==> config.mk <==
export PLATFORM = sky130hd
export DESIGN_NAME = divider
export DESIGN_NICKNAME = d
export VERILOG_FILES = /design/src/rtl/divider.sv
export SDC_FILE = /design/constraint.sdc
export NUM_CORES = 1
export LEC_CHECK = 0
export CAP_MARGIN = 20
export CORE_ASPECT_RATIO = 0.75
export CORE_MARGIN = 1
export CORE_UTILIZATION = 55
export DETAILED_ROUTE_END_ITERATION = 16
export PLACE_DENSITY = 0.77
export SYNTH_ARGS = -nofsm -noshare
export SYNTH_HDL_FRONTEND = slang
export SYNTH_SLANG_ARGS = --single-unit
==> constraint.sdc <==
create_clock -name CLK -period 4.85 [get_ports CLK]
set_clock_uncertainty 0.1 [all_clocks]
set_input_delay 0.7275 -clock CLK [delete_from_list [all_inputs] [get_ports CLK]]
set_output_delay 0.7275 -clock CLK [all_outputs]
set_load 0.01 [all_outputs]
==> src/rtl/divider.sv <==
// divider: divides CLK by DIV into a square wave CLK_OUT plus a one-cycle TICK at the end of each period
//   DIV     division ratio, integer >= 2 (default 40000: 40 MHz -> 1 kHz)
//   CLK     system clock, rising edge
//   RST     synchronous active-high reset; clears counter and both outputs
//   CLK_OUT registered square wave, low floor(DIV/2) cycles then high for the rest of the period
//   TICK    registered strobe, high during the last cycle of each period
module divider #(
  parameter int DIV = 40000
) (
  input  logic CLK,
  input  logic RST,
  output logic CLK_OUT,
  output logic TICK
);
  localparam int W = (DIV > 2) ? $clog2(DIV) : 1;
  localparam logic [W-1:0] LAST = W'(DIV - 1);
  localparam logic [W-1:0] LOW = W'(DIV / 2);
  if (DIV < 2) begin : g_bad_div
    $error("divider: DIV must be at least 2");
  end
  logic [W-1:0] cnt, cnt_next;
  always_comb cnt_next = (cnt == LAST) ? '0 : cnt + W'(1);
  // Outputs are decoded from cnt_next so the registers track the new cnt value
  always_ff @(posedge CLK) begin
    if (RST) begin
      cnt <= '0;
      CLK_OUT <= 1'b0;
      TICK <= 1'b0;
    end else begin
      cnt <= cnt_next;
      CLK_OUT <= cnt_next >= LOW;
      TICK <= cnt_next == LAST;
    end
  end
endmodule

# Word-level counts from Yosys, hierarchy flattened
# Index checks and enable logic that the tools add are counted.
dict set report word_totals {
  register_bits 18
  output_inout_bits 2
  input_bits 2
  elab_cells 8
}
dict set report op_classes {
  order_cmp 1
  add_sub_neg 1
  muxes 1
  eq_ne 2
}
# cell n
set ops {}
lappend ops {{$eq A16 B16 Y1 const B} 2}
lappend ops {{$add A16 B1 Y16 const B} 1}
lappend ops {{$ge A16 B15 Y1 const B} 1}
lappend ops {{$mux W16} 1}

# Logic depth before layout (Yosys ltp)
# Gate-level depths: netlist of run 1.
dict set report depth {
  depth_word 3
  ltp_mapped 8
  ltp_nobuf 6
}

# Worst setup path before layout of run 1
# Ideal clock, no wire load.
dict set report synth_timing {
  kind {register to register}
  start {register cnt[0]}
  end {register TICK}
  setup_ns 0.087
  period_less_slack_ns 1.911
  path_slack_ns 2.939
  path_stages_with_launch 8
  arrival_time_ns 1.724
  path_cell_list {dfxtp_1 ha_1 buf_2 nand3_1 nor4_4 xor2_1 o2111ai_1 nor4b_2}
}
dict set report synth_via {
  elab_chain_cells 3
  elab_cells_between_ends 4
  classes_between {1 x add/sub; 2 x eq/ne; 1 x mux}
}
# item line
set synth_rtl {}
lappend synth_rtl {{start: declaration} 21} ;# logic [W-1:0] cnt, cnt_next;
lappend synth_rtl {{start signal: assignment} 30} ;# cnt <= cnt_next;
lappend synth_rtl {{$add A16 B1 Y16 or $eq A16 B16 Y1 (tied branches)} 22} ;# always_comb cnt_next = (cnt == LAST) ? '0 : cnt + W'(1);
lappend synth_rtl {{$mux W16 (*)} 22}
lappend synth_rtl {{$eq A16 B16 Y1 (*)} 32} ;# TICK <= cnt_next == LAST;
lappend synth_rtl {{end signal: assignment} 28} ;# TICK <= 1'b0;
lappend synth_rtl {{end signal: assignment} 32}
lappend synth_rtl {{end: declaration} 13} ;# output logic TICK
# Mark *: on every way between the ends. The rest lies on a longest branch, timed or not.
# A chain may end at the register's enable or synchronous reset.

# Worst setup path in the final report of run 1
dict set report layout_timing {
  start {register cnt[0]}
  end {register CLK_OUT}
}
dict set report layout_via {
  elab_chain_cells 3
  elab_cells_between_ends 4
  classes_between {1 x add/sub; 1 x order compare; 1 x eq/ne; 1 x mux}
}
# item line
set layout_rtl {}
lappend layout_rtl {{$add A16 B1 Y16 or $eq A16 B16 Y1 (tied branches)} 22}
lappend layout_rtl {{$mux W16 (*)} 22}
lappend layout_rtl {{$ge A16 B15 Y1 (*)} 31} ;# CLK_OUT <= cnt_next >= LOW;
lappend layout_rtl {{end signal: assignment} 27} ;# CLK_OUT <= 1'b0;
lappend layout_rtl {{end signal: assignment} 31}
lappend layout_rtl {{end: declaration} 12} ;# output logic CLK_OUT,
# Marked as above.

==> results of run 1 <==
==> area by class of cell <==
type	instances	area [um2]
sequential	18	360
clock buffer	4	36.3
timing repair buffer	3	30.0
fill	162	651
inverter	5	18.8
multi-input combinational	98	698
tap	22	27.5
==> layout by cell type (no fill, tap or decap), drive strengths merged, types with 2 or more instances in the layout <==
cell / synthesis / layout
xor2: 7 / 7
or3: 2 / 2
nor2b: 4 / 4
nand3: 12 / 12
o21ai: 2 / 2
clkdlybuf4s50: 0 / 3
nand2: 7 / 7
dfxtp: 18 / 18
and3: 2 / 2
a211oi: 2 / 2
mux2i: 2 / 2
nor4: 6 / 6
ha: 2 / 2
xnor2: 10 / 10
clkbuf: 2 / 4
or2: 2 / 2
a31oi: 2 / 2
nand4: 2 / 2
inv: 5 / 5
nor2: 18 / 18
==> layer usage <==
metal  part of all wire, %  vias to the layer above  global-route usage (%)
li1                      -                      454                       -
met1                    51                      421                    34.9
met2                    39                       31                    33.5
met3                   8.8                        4                    7.78
met4                  0.83                        0                    7.69
met5                     0                        -                       0
==> worst paths after layout <==
check | to | start
setup / recovery | CLK_OUT | cnt[0]
hold / removal | cnt[0] | cnt[0]
setup reg to reg | CLK_OUT | cnt[0]
hold reg to reg | cnt[0] | cnt[0]
==> worst max-delay path: stages, from the launching register on <==
cell and delay, ns:
dfxtp_1 0.46, ha_1 0.42, nand3_1 0.29, nor3_1 0.37, and3_1 0.24, xnor2_1 0.11, a221oi_2 0.24
==> where the power goes <==
part           leakage [nW]  internal (mW)  total (mW)  switching (mW)
clock                0.0210         0.0459      0.0958          0.0500
combinational         0.237        0.00424      0.0103         0.00604
sequential            0.146          0.150       0.154         0.00409
total                 0.403          0.200       0.260          0.0601
==> registers in the layout (all words and copies together) (netlist names) <==
name and flops:
cnt 16, CLK_OUT 1, TICK 1
==> cells by family (layout without fill, tap and decap cells) <==
logic type / Yosys count / count (layout) / share of synthesized area (%)
AOI/OAI and AO/OA: 16 / 16 / 11.4
muxes: 2 / 2 / 1.78
buffers and inverters: 14 / 12 / 5.69
DFF: 18 / 18 / 32.1
and+or+nand+nor: 61 / 61 / 33.6
xor gates and xnor gates: 17 / 17 / 13.3
adders and majority gates: 2 / 2 / 2.23
==> per-stage QoR <==
| stage | instances | utilization, % |
|---|---|---|
| after floorplan | 130 | - |
| after global placement | 146 | 62.3 |
| after detailed placement | 146 | 62.3 |
| after CTS | 150 | 64.3 |
| after global routing | 150 | 64.3 |
| final | 150 | 64.3 |
==> results.json, run 1 <==
{
  "status": "completed",
  "initial_core_util_pct": 61.6,
  "hpwl_mm": 1.69,
  "end_kind": "flip-flop",
  "postLayoutCellArea_um2": 1170,
  "post_cts_resized": 0,
  "areaGrowthSynthToFinish_pct": 4.35,
  "ff2ff_path_depth": 6,
  "syn-num-nets": 134,
  "antenna_cells": 0,
  "postCtsHoldBufs": 0,
  "clock_path_buffers": 2,
  "yosys.area.top_type": "dfxtp_1",
  "place_ws_ns": 2.50,
  "syn-instance-count": 130,
  "synth_cell_type_count": 45,
  "cts_root_buffer": "clkbuf_4",
  "crit_arrival_ns": 2.41,
  "ir_worst_vdd_uv": 189,
  "seq_area_frac_synth_pct": 32.1,
  "post-synth-top-count-cell": "dfxtp_1",
  "crit_fanout": 9,
  "gr-usage-all-layers_pct": 24.3,
  "grt_pass1_wl_mm": 3.53,
  "fin_ws_ns": 2.56,
  "post_cts_buffers": 0,
  "setup.worst_path.start_class": "flip-flop",
  "required_ns": 4.97,
  "min_path_cells": 1,
  "powerDensity_nw_per_um2": 222,
  "synth.area.top_cells": "dfxtp_1 (32%), xnor2_1 (7.8%), nor2_1 (5.7%)",
  "ys.flop_type": "dfxtp_1",
  "io_buffer_count": 3,
  "netlist_area_um2": 1120,
  "via_per_inst": 6.07,
  "htreeDepth": 1,
  "relSlewSlack_pct": 68.2,
  "placed_cell_area_um2": 1130,
  "synth_seq_cells": 18,
  "num_vias": 910,
  "drv_cap": 0,
  "gr-total-overflow": 0,
  "routedWlPerCell_um": 15.2,
  "synth_top_area_share_pct": 32.1,
  "fin_crit_sh_pct": 47.2,
  "die_area_um2": 2230,
  "cts.sinks": 18,
  "cts_tree": "built",
  "die_w_um": 54.2,
  "async_flop_share_pct": 0,
  "routed_wl_mm": 2.28,
  "clk_pin_slew_ns": 0.10,
  "gp_congestion": 0.889,
  "syn_area_per_cell_um2": 8.63,
  "drt_iter0_drc": 61,
  "hold_viol": 0,
  "synth_common_cells": "dfxtp_1 (18), nor2_1 (17), nand3_1 (11), xnor2_1 (10)",
  "clkLatencyLatePin_ns": 0.31,
  "ios": 4,
  "setup_viol": 0,
  "power_uw": 260,
  "slew_violations": 0,
  "core_um2": 1820,
  "row_count": 13,
  "finalCriticalPeriod_ns": 2.29,
  "drive_above_1_share_pct": 12.5,
  "hp-class": "reg -> reg",
  "die_y_um": 41.1,
  "synth_enable_flop_cells": 0,
  "power_leakage_nw": 0.403,
  "fin_tns_setup_ns": 0,
  "hold_slack_ns": 0.426,
  "grt_pass1_vias": 721,
  "fmax_ghz": 0.437,
  "nets": 133,
  "rsz0062_at_grt": "false",
  "worst_pin_slew_ns": 0.477,
  "rrSetupSlack_ns": 2.56,
  "ant_nets": 0,
  "worst-setup-path-type": "reg -> reg",
  "grt_max_degree": 12,
  "ys_warn_count": 0,
  "antenna_found_initial": 0,
  "first_pass_iters": 4,
  "cts_made_buffers": 3,
  "drc": 0
}
No activity file was read; power rests on OpenSTA's default activity.
==> run 2: changes to the inputs <==
==> constraint.sdc (replaced) <==
create_clock -name CLK -period 2.3 [get_ports CLK]
set_clock_uncertainty 0.1 [all_clocks]
set_input_delay 0.345 -clock CLK [delete_from_list [all_inputs] [get_ports CLK]]
set_output_delay 0.345 -clock CLK [all_outputs]
set_load 0.01 [all_outputs]
==> results.json, run 2 (synthesis gave the netlist of run 1 again) <==
{
  "die_y_um": 41.1,
  "power_uw": 550,
  "die_area_um2": 2230,
  "hold_viol": 0,
  "cts.sinks": 18,
  "fin_cells": 152,
  "seqCellArea_um2": 360,
  "layout_commonest_cell": "dfxtp_1",
  "finalCriticalPeriod_ns": 2.08,
  "worst-setup-path-type": "reg -> reg",
  "gr-total-overflow": 0,
  "grtUsageMet2_pct": 35.1,
  "slew_violations": 0,
  "htreeDepth": 1,
  "grt_use_met3_pct": 6.67,
  "placed_cell_area_um2": 1150,
  "postLayoutCellArea_um2": 1200,
  "largestRegisters": "cnt (16), CLK_OUT (1), TICK (1)",
  "antenna_cells": 0,
  "post-place-cells": 148,
  "use_met1_pct": 36.2,
  "postCtsHoldBufs": 0,
  "relSlewSlack_pct": 62.7,
  "via_per_inst": 6.00,
  "setup.worst_path.start_class": "flip-flop",
  "largest-register": "cnt",
  "die_w_um": 54.2,
  "hp-class": "reg -> reg",
  "initial_core_util_pct": 61.6,
  "grt_max_degree": 12,
  "switching_power_uw": 126,
  "top_usage_layer": "met1",
  "switching_share_pct": 22.9,
  "cts_made_buffers": 3,
  "ios": 4,
  "drt_iter0_drc": 57,
  "num_vias": 912,
  "areaGrowthSynthToFinish_pct": 6.80,
  "powerDensity_nw_per_um2": 459,
  "final_core_util_pct": 65.8,
  "clkLatencyLatePin_ns": 0.30,
  "gr-usage-all-layers_pct": 24.5,
  "post_cts_resized": 0,
  "drive_above_1_share_pct": 14.6,
  "grt_pass1_wl_mm": 3.63,
  "crit_fanout": 9,
  "clock_path_buffers": 2,
  "power_leakage_nw": 0.413,
  "antenna_found_initial": 0,
  "cts_root_buffer": "clkbuf_4",
  "first_pass_iters": 4,
  "drc": 0,
  "fin_crit_sh_pct": 90.6,
  "fmax_ghz": 0.480,
  "worst_pin_slew_ns": 0.554,
  "routed_wl_mm": 2.30,
  "hpwl_mm": 1.76,
  "final_cell_mix": "dfxtp_1 (18), nor2_1 (17), nand3_1 (11)",
  "status": "completed",
  "post_cts_buffers": 0,
  "routedWlPerCell_um": 15.2,
  "clk_pin_slew_ns": 0.11,
  "sequentialPowerShare_pct": 59.3,
  "p_int_uw": 424,
  "gp_congestion": 0.877,
  "fin_tns_setup_ns": 0,
  "ant_nets": 0,
  "ir_worst_vdd_uv": 264,
  "nets": 135,
  "drv_cap": 0,
  "grt_pass1_vias": 760,
  "pwr-share-comb_pct": 4.3,
  "end_kind": "flip-flop",
  "io_buffer_count": 3,
  "cts_tree": "built",
  "core_um2": 1820,
  "multiInputGateArea_um2": 711,
  "required_ns": 2.43,
  "fillCellCount": 172,
  "setup_viol": 0,
  "largest_reg_flops": 16,
  "row_count": 13,
  "rsz0062_at_grt": "false",
  "clkPwrFrac_pct": 36.5,
  "crit_arrival_ns": 2.21
}
-- run 2: changes by cell type in the layout (fill, tap and decap cells not counted) --
cell   before  now
ha_4        0    1
ha_1        2    1
buf_4       0    2
-- run 2: layout make-up --
type	count	area share (%)
Inverter	5	1.57
Timing Repair Buffer	5	3.76
Sequential cell	18	30.1
Multi-Input combinational cell	98	59.3
Tap cell	22	2.30
Clock buffer	4	3.03
-- run 2: critical path: stages (launching register included) --
cell and delay (ns):
dfxtp_1 0.51, ha_4 0.25, nand3_1 0.22, nor4_4 0.28
xor2_1 0.26, o2111ai_1 0.17, nor4b_2 0.24
-- run 2: metal layers --
metal,routed length [um],vias to the layer above
met1,1170,424
met5,0,-
met2,949,26
met3,151,7
met4,29,0
li1,-,455
-- run 2: power by group through the flow --
stage / Sequential (mW) / Combinational [mW] / Clock, mW
2_1_floorplan: 0.330 / 0.0171 / 0
3_3_place_gp: 0.331 / 0.0223 / 0
3_5_place_dp: 0.332 / 0.0225 / 0
4_1_cts: 0.325 / 0.0225 / 0.203
5_1_grt: 0.327 / 0.0270 / 0.216
6_report: 0.326 / 0.0235 / 0.200
-- run 2: final timing paths --
| check | start | end | slack (ns) | cells after the start |
|---|---|---|---|---|
| hold / removal | cnt[0] | cnt[0] | 0.46 | 1 |
| setup / recovery | cnt[0] | TICK | 0.22 | 6 |
| setup reg to reg | cnt[0] | TICK | 0.22 | 6 |
| hold reg to reg | cnt[0] | cnt[0] | 0.46 | 1 |
-- run 2: per-stage QoR --
stage               hold WS (ns)  setup WS [ns]
floorplan                  0.368          0.389
global placement           0.385          0.188
detailed placement         0.402          0.104
CTS                        0.428         0.0730
global route               0.515         0.0702
finish                     0.462          0.215
==> run 3: changes to the inputs <==
--- a/config.mk
+++ b/config.mk
@@ -11,6 +11,7 @@
 export CORE_UTILIZATION = 55
 export DETAILED_ROUTE_END_ITERATION = 16
 export PLACE_DENSITY = 0.77
+export SKIP_CTS_REPAIR_TIMING = 1
 export SYNTH_ARGS = -nofsm -noshare
 export SYNTH_HDL_FRONTEND = slang
 export SYNTH_SLANG_ARGS = --single-unit
==> results of run 3 <==
Same layout as run 2: the final DEF is identical, and so are final timing and power.
==> RTL edit 1: new RTL, config.mk and constraints of run 1 <==
`DIV`: 40000 -> 160000. Comments in the files are not updated.
--- a/src/rtl/divider.sv
+++ b/src/rtl/divider.sv
@@ -7,3 +7,3 @@
 module divider #(
-  parameter int DIV = 40000
+  parameter int DIV = 160000
 ) (
Function: no difference found for any inputs over 10 cycles, from zero or initial values and one cycle with RST high; that may be too few to reach the edited logic, so the function may still have changed.
==> RTL edit 1 against run 1 <==
- sequential cell count increased by 2
- non-clock buffer count is the same
- cell area rose by 4.1%
- synthesized area is 4.6% higher
- total power up 5.5%
- sequential power increased by 9.7%
- worst setup slack got worse by 0.19 ns
- routed wire length rose by 4.4%
- critical path type unchanged
==> RTL edit 1: results (changes against run 1) <==
outcome: "finished, final reports clean"  # unchanged
worstPathArrival_ns: 2.59  # was 2.41 ns
met2_usage: 0.299  # was 0.335
worstHoldStart: "cnt[0]$_SDFF_PP0_"  # unchanged
avgSynthCellArea_um2: 8.38  # was 8.63 um^2
synth_adder_area_share: 0.0107  # was 0.0223
io_buffers: 3  # unchanged
cp_slowest_stage_delay_ns: 0.55  # was 0.46 ns
crit_path_end: "TICK$_SDFF_PP0_"  # was CLK_OUT$_SDFF_PP0_
vias_per_cell: 6.40  # was 6.07
wl_met2_um: 1000  # was 888 um
seq_power_mw: 0.169  # was 0.154 mW
p_int_mw: 0.216  # was 0.200 mW
vdd_drop_max_uv: 164  # was 189 uV
rr_worst_depth: 7  # was 6
top_regs: "cnt x18, CLK_OUT x1, TICK x1"  # was cnt x16, CLK_OUT x1, TICK x1
crit_fanout: 11  # was 9
largest_reg_flops: 18  # was 16
hpwl_um: 1780  # was 1690 um
yosys-top-cells-count: "nor2_1 (22), dfxtp_1 (20), xnor2_1 (9)"  # was dfxtp_1 (18), nor2_1 (17), nand3_1 (11)
p_leak_nw: 0.361  # was 0.403 nW
slowest_stage: "o21bai_2"  # was dfxtp_1
drtIter0Drc: 39  # was 61
grt_usage: 0.207  # was 0.243
synthXorXnorAreaFrac: 0.112  # was 0.133
synth_cell_type_count: 44  # was 45
final.fill_count: 174  # was 162
synth_compound_gate_area_share: 0.125  # was 0.114
place.gp.congestion: 0.848  # was 0.889
fin_cells: 162  # was 150
nets: 142  # was 133
drive_gt1_frac: 0.109  # was 0.125
wl_met3_um: 192  # was 201 um
path_clk_slew_ns: 0.11
synth_area_leaders: "dfxtp_1 (34%), nor2_1 (7.0%), xnor2_1 (6.7%)"  # was dfxtp_1 (32%), xnor2_1 (7.8%), nor2_1 (5.7%)
synth-seq-area-share: 0.341  # was 0.321
use_met1: 0.310  # was 0.349
wirelength_um: 2380  # was 2280 um
powerComb_mw: 0.00957  # was 0.0103 mW
rrSetupSlack_ns: 2.37  # was 2.56 ns
tightest_slew_ns: 0.708  # was 0.477 ns
grt_start_max_net_pins: 12  # unchanged
worst_hold_slack_ns: 0.384  # was 0.426 ns
-- RTL edit 1: changes by cell type after synthesis, moves of 3 or more --
cell            run 1  this run
a21oi_2             0         3
inv_1               4         1
nand3_1            11         5
nand4_1             1         5
nor2_1             17        22
nor3_1              1         5
o31ai_1             0         3
or4_1               0         4
-- RTL edit 1: final cells by class --
class / count / area, um^2 / area share
multi-input cells: 110 / 718 / 0.589
flip-flops and latches: 20 / 400 / 0.329
clock buffers: 4 / 36.3 / 0.0298
repair buffers: 3 / 30.0 / 0.0246
well taps: 24 / 30.0 / 0.0246
inverters: 1 / 3.75 / 0.00308
-- RTL edit 1: metrics by stage --
step / cell area [um^2] / power (mW) / setup WS, ns / utilization
finish: 1220 / 0.275 / 2.37 / 0.605
global placement: 1180 / 0.181 / 2.46 / 0.587
global route: 1220 / 0.287 / 2.19 / 0.605
CTS: 1220 / 0.276 / 2.37 / 0.605
detailed placement: 1180 / 0.182 / 2.41 / 0.587
floorplan: 1170 / 0.180 / 2.75 / -
==> RTL edit 2: new RTL, config.mk and constraints of run 1 <==
Made on the original files. Make the reset (`RST`) asynchronous in one clocked block. Comments in the files are not updated.
--- a/src/rtl/divider.sv
+++ b/src/rtl/divider.sv
@@ -23,3 +23,3 @@
   // Outputs are decoded from cnt_next so the registers track the new cnt value
-  always_ff @(posedge CLK) begin
+  always_ff @(posedge CLK or posedge RST) begin
     if (RST) begin
Check against the original RTL: no difference found for any inputs over 10 cycles, from zero or initial values and one cycle with RST high; that may be too few to reach the edited logic, so the function may still have changed.
==> RTL edit 2 against run 1 <==
- routed wire length decreased by 17%
- worst setup slack better by 0.062 ns
- cell area is 6.8% lower
- sequential cell count is the same
- synthesized area shrank 9.7%
- critical path type unchanged
- critical endpoint is now TICK$_DFF_PP0_
- highest routed layer unchanged
Power is not compared: it rests on default switching activity, and its combinational part moved more than twofold at a synthesized area within 25%.
==> RTL edit 2: results (changes against run 1) <==
final.fill_count: 156  # was 162
reg2reg_to: "TICK$_DFF_PP0_"  # was CLK_OUT$_SDFF_PP0_
crit_fanout: 8  # was 9
synthXorXnorAreaFrac: 0.112  # was 0.133
vias_per_cell: 6.04  # was 6.07
synth_cells: 98  # was 130
wl_per_cell_um: 15.0  # was 15.2 um
muxShareOfSynthArea: 0  # was 0.0178
async_reset_ff_frac: 1.00  # was 0
nets: 108  # was 133
startpoint: "cnt[0]$_DFF_PP0_"  # was cnt[0]$_SDFF_PP0_
grt_pass1_vias: 663  # was 721
timing.slew.headroom: 0.558  # was 0.682
synth-seq-area-share: 0.444  # was 0.321
drive_gt1_frac: 0.136  # was 0.125
synth_area_leaders: "dfrtp_1 (44%), xor2_1 (6.0%), xnor2_1 (5.2%)"  # was dfxtp_1 (32%), xnor2_1 (7.8%), nor2_1 (5.7%)
syn-num-nets: 102  # was 134
synth_flop_cell: "dfrtp_1"  # was dfxtp_1
wirelength_um: 1880  # was 2280 um
worstPathArrival_ns: 2.32  # was 2.41 ns
drtIter0Drc: 24  # was 61
placed_area_mm2: 0.00105  # was 0.00113 mm^2
grt_start_max_net_pins: 19  # was 12
place.gp.congestion: 0.835  # was 0.889
hpwl_um: 1400  # was 1690 um
outcome: "finished, final reports clean"  # unchanged
antenna_cells: 0  # unchanged
rrSetupSlack_ns: 2.62  # was 2.56 ns
grt_pass1_wl_um: 3070  # was 3530 um
synth_cell_type_count: 36  # was 45
synth_adder_area_share: 0.0247  # was 0.0223
synth_compound_gate_area_share: 0.107  # was 0.114
dp_cells: 121  # was 146
vdd_drop_max_uv: 194
top_regs: "cnt x16, CLK_OUT x1, TICK x1"  # unchanged
rr_worst_depth: 7  # was 6
grt_usage: 0.231  # was 0.243
yosys-top-cells-count: "dfrtp_1 (18), nand3_1 (9), xor2_1 (7)"  # was dfxtp_1 (18), nor2_1 (17), nand3_1 (11)
==> RTL edit 2: cell types whose count changed after synthesis, sizes merged, moves of 4 or more <==
cell,delta
buf,-5
dfrtp,+18
dfxtp,-18
nor2,-10
nor2b,-4
xnor2,-4
==> RTL edit 2: report_power, final <==
| part | leakage (nW) | internal, mW | switching [mW] |
|---|---|---|---|
| clock | 0.0210 | 0.0459 | 0.0477 |
| combinational | 0.239 | 0.000743 | 0.00279 |
| sequential | 0.237 | 0.150 | 0 |
| total | 0.497 | 0.197 | 0.0505 |
==> RTL edit 2: worst max-delay path, stage by stage (launching register included) <==
cell       delay, ns
dfrtp_1         0.41
ha_1            0.22
nand3_2         0.17
nor4_1          0.28
o21ai_0         0.16
a31oi_1         0.28
nand3_1         0.18
a2111oi_2       0.31
==> RTL edit 2: worst min path at each step <==
stage,cells after the start,start,to
floorplan,1,cnt[0]$_DFF_PP0_,cnt[0]$_DFF_PP0_
global placement,1,cnt[0]$_DFF_PP0_,cnt[0]$_DFF_PP0_
detailed placement,1,cnt[0]$_DFF_PP0_,cnt[0]$_DFF_PP0_
CTS,1,cnt[0]$_DFF_PP0_,cnt[0]$_DFF_PP0_
global route,1,cnt[0]$_DFF_PP0_,cnt[0]$_DFF_PP0_
finish,1,cnt[0]$_DFF_PP0_,cnt[0]$_DFF_PP0_
==> RTL edit 2: cells by family after synthesis <==
kind of cell / after synthesis
AND/OR/NAND/NOR: 44
flip-flops: 18
AO/OA/AOI/OAI: 14
XOR/XNOR: 13
buffers and inverters: 7
adder cells (fa/ha/maj): 2
==> RTL edit 2: area by class of cell <==
| type | instances | area (um^2) | area share |
|---|---|---|---|
| multi-input cells | 73 | 528 | 0.484 |
| flip-flops and latches | 18 | 450 | 0.413 |
| clock buffers | 4 | 36.3 | 0.0333 |
| repair buffers | 3 | 30.0 | 0.0275 |
| well taps | 22 | 27.5 | 0.0252 |
| inverters | 5 | 18.8 | 0.0172 |
==> RTL edit 2: through the flow <==
stage          power, mW  utilization  worst slack, ns  hold WS, ns
2_1_floorplan      0.155            -             2.76        0.365
3_3_place_gp       0.157        0.612             2.69        0.400
3_5_place_dp       0.157        0.612             2.67        0.407
4_1_cts            0.252        0.633             2.64        0.422
5_1_grt            0.258        0.633             2.45        0.442
6_report           0.247        0.633             2.62        0.411
==> RTL edit 2: per-layer routing <==
| metal | track usage | up-vias | part of all wire |
|---|---|---|---|
| met1 | 0.300 | 361 | 0.49 |
| met5 | 0 | - | 0 |
| met2 | 0.347 | 22 | 0.42 |
| li1 | - | 366 | - |
| met4 | 0.101 | 0 | 0.018 |
| met3 | 0.0824 | 6 | 0.075 |
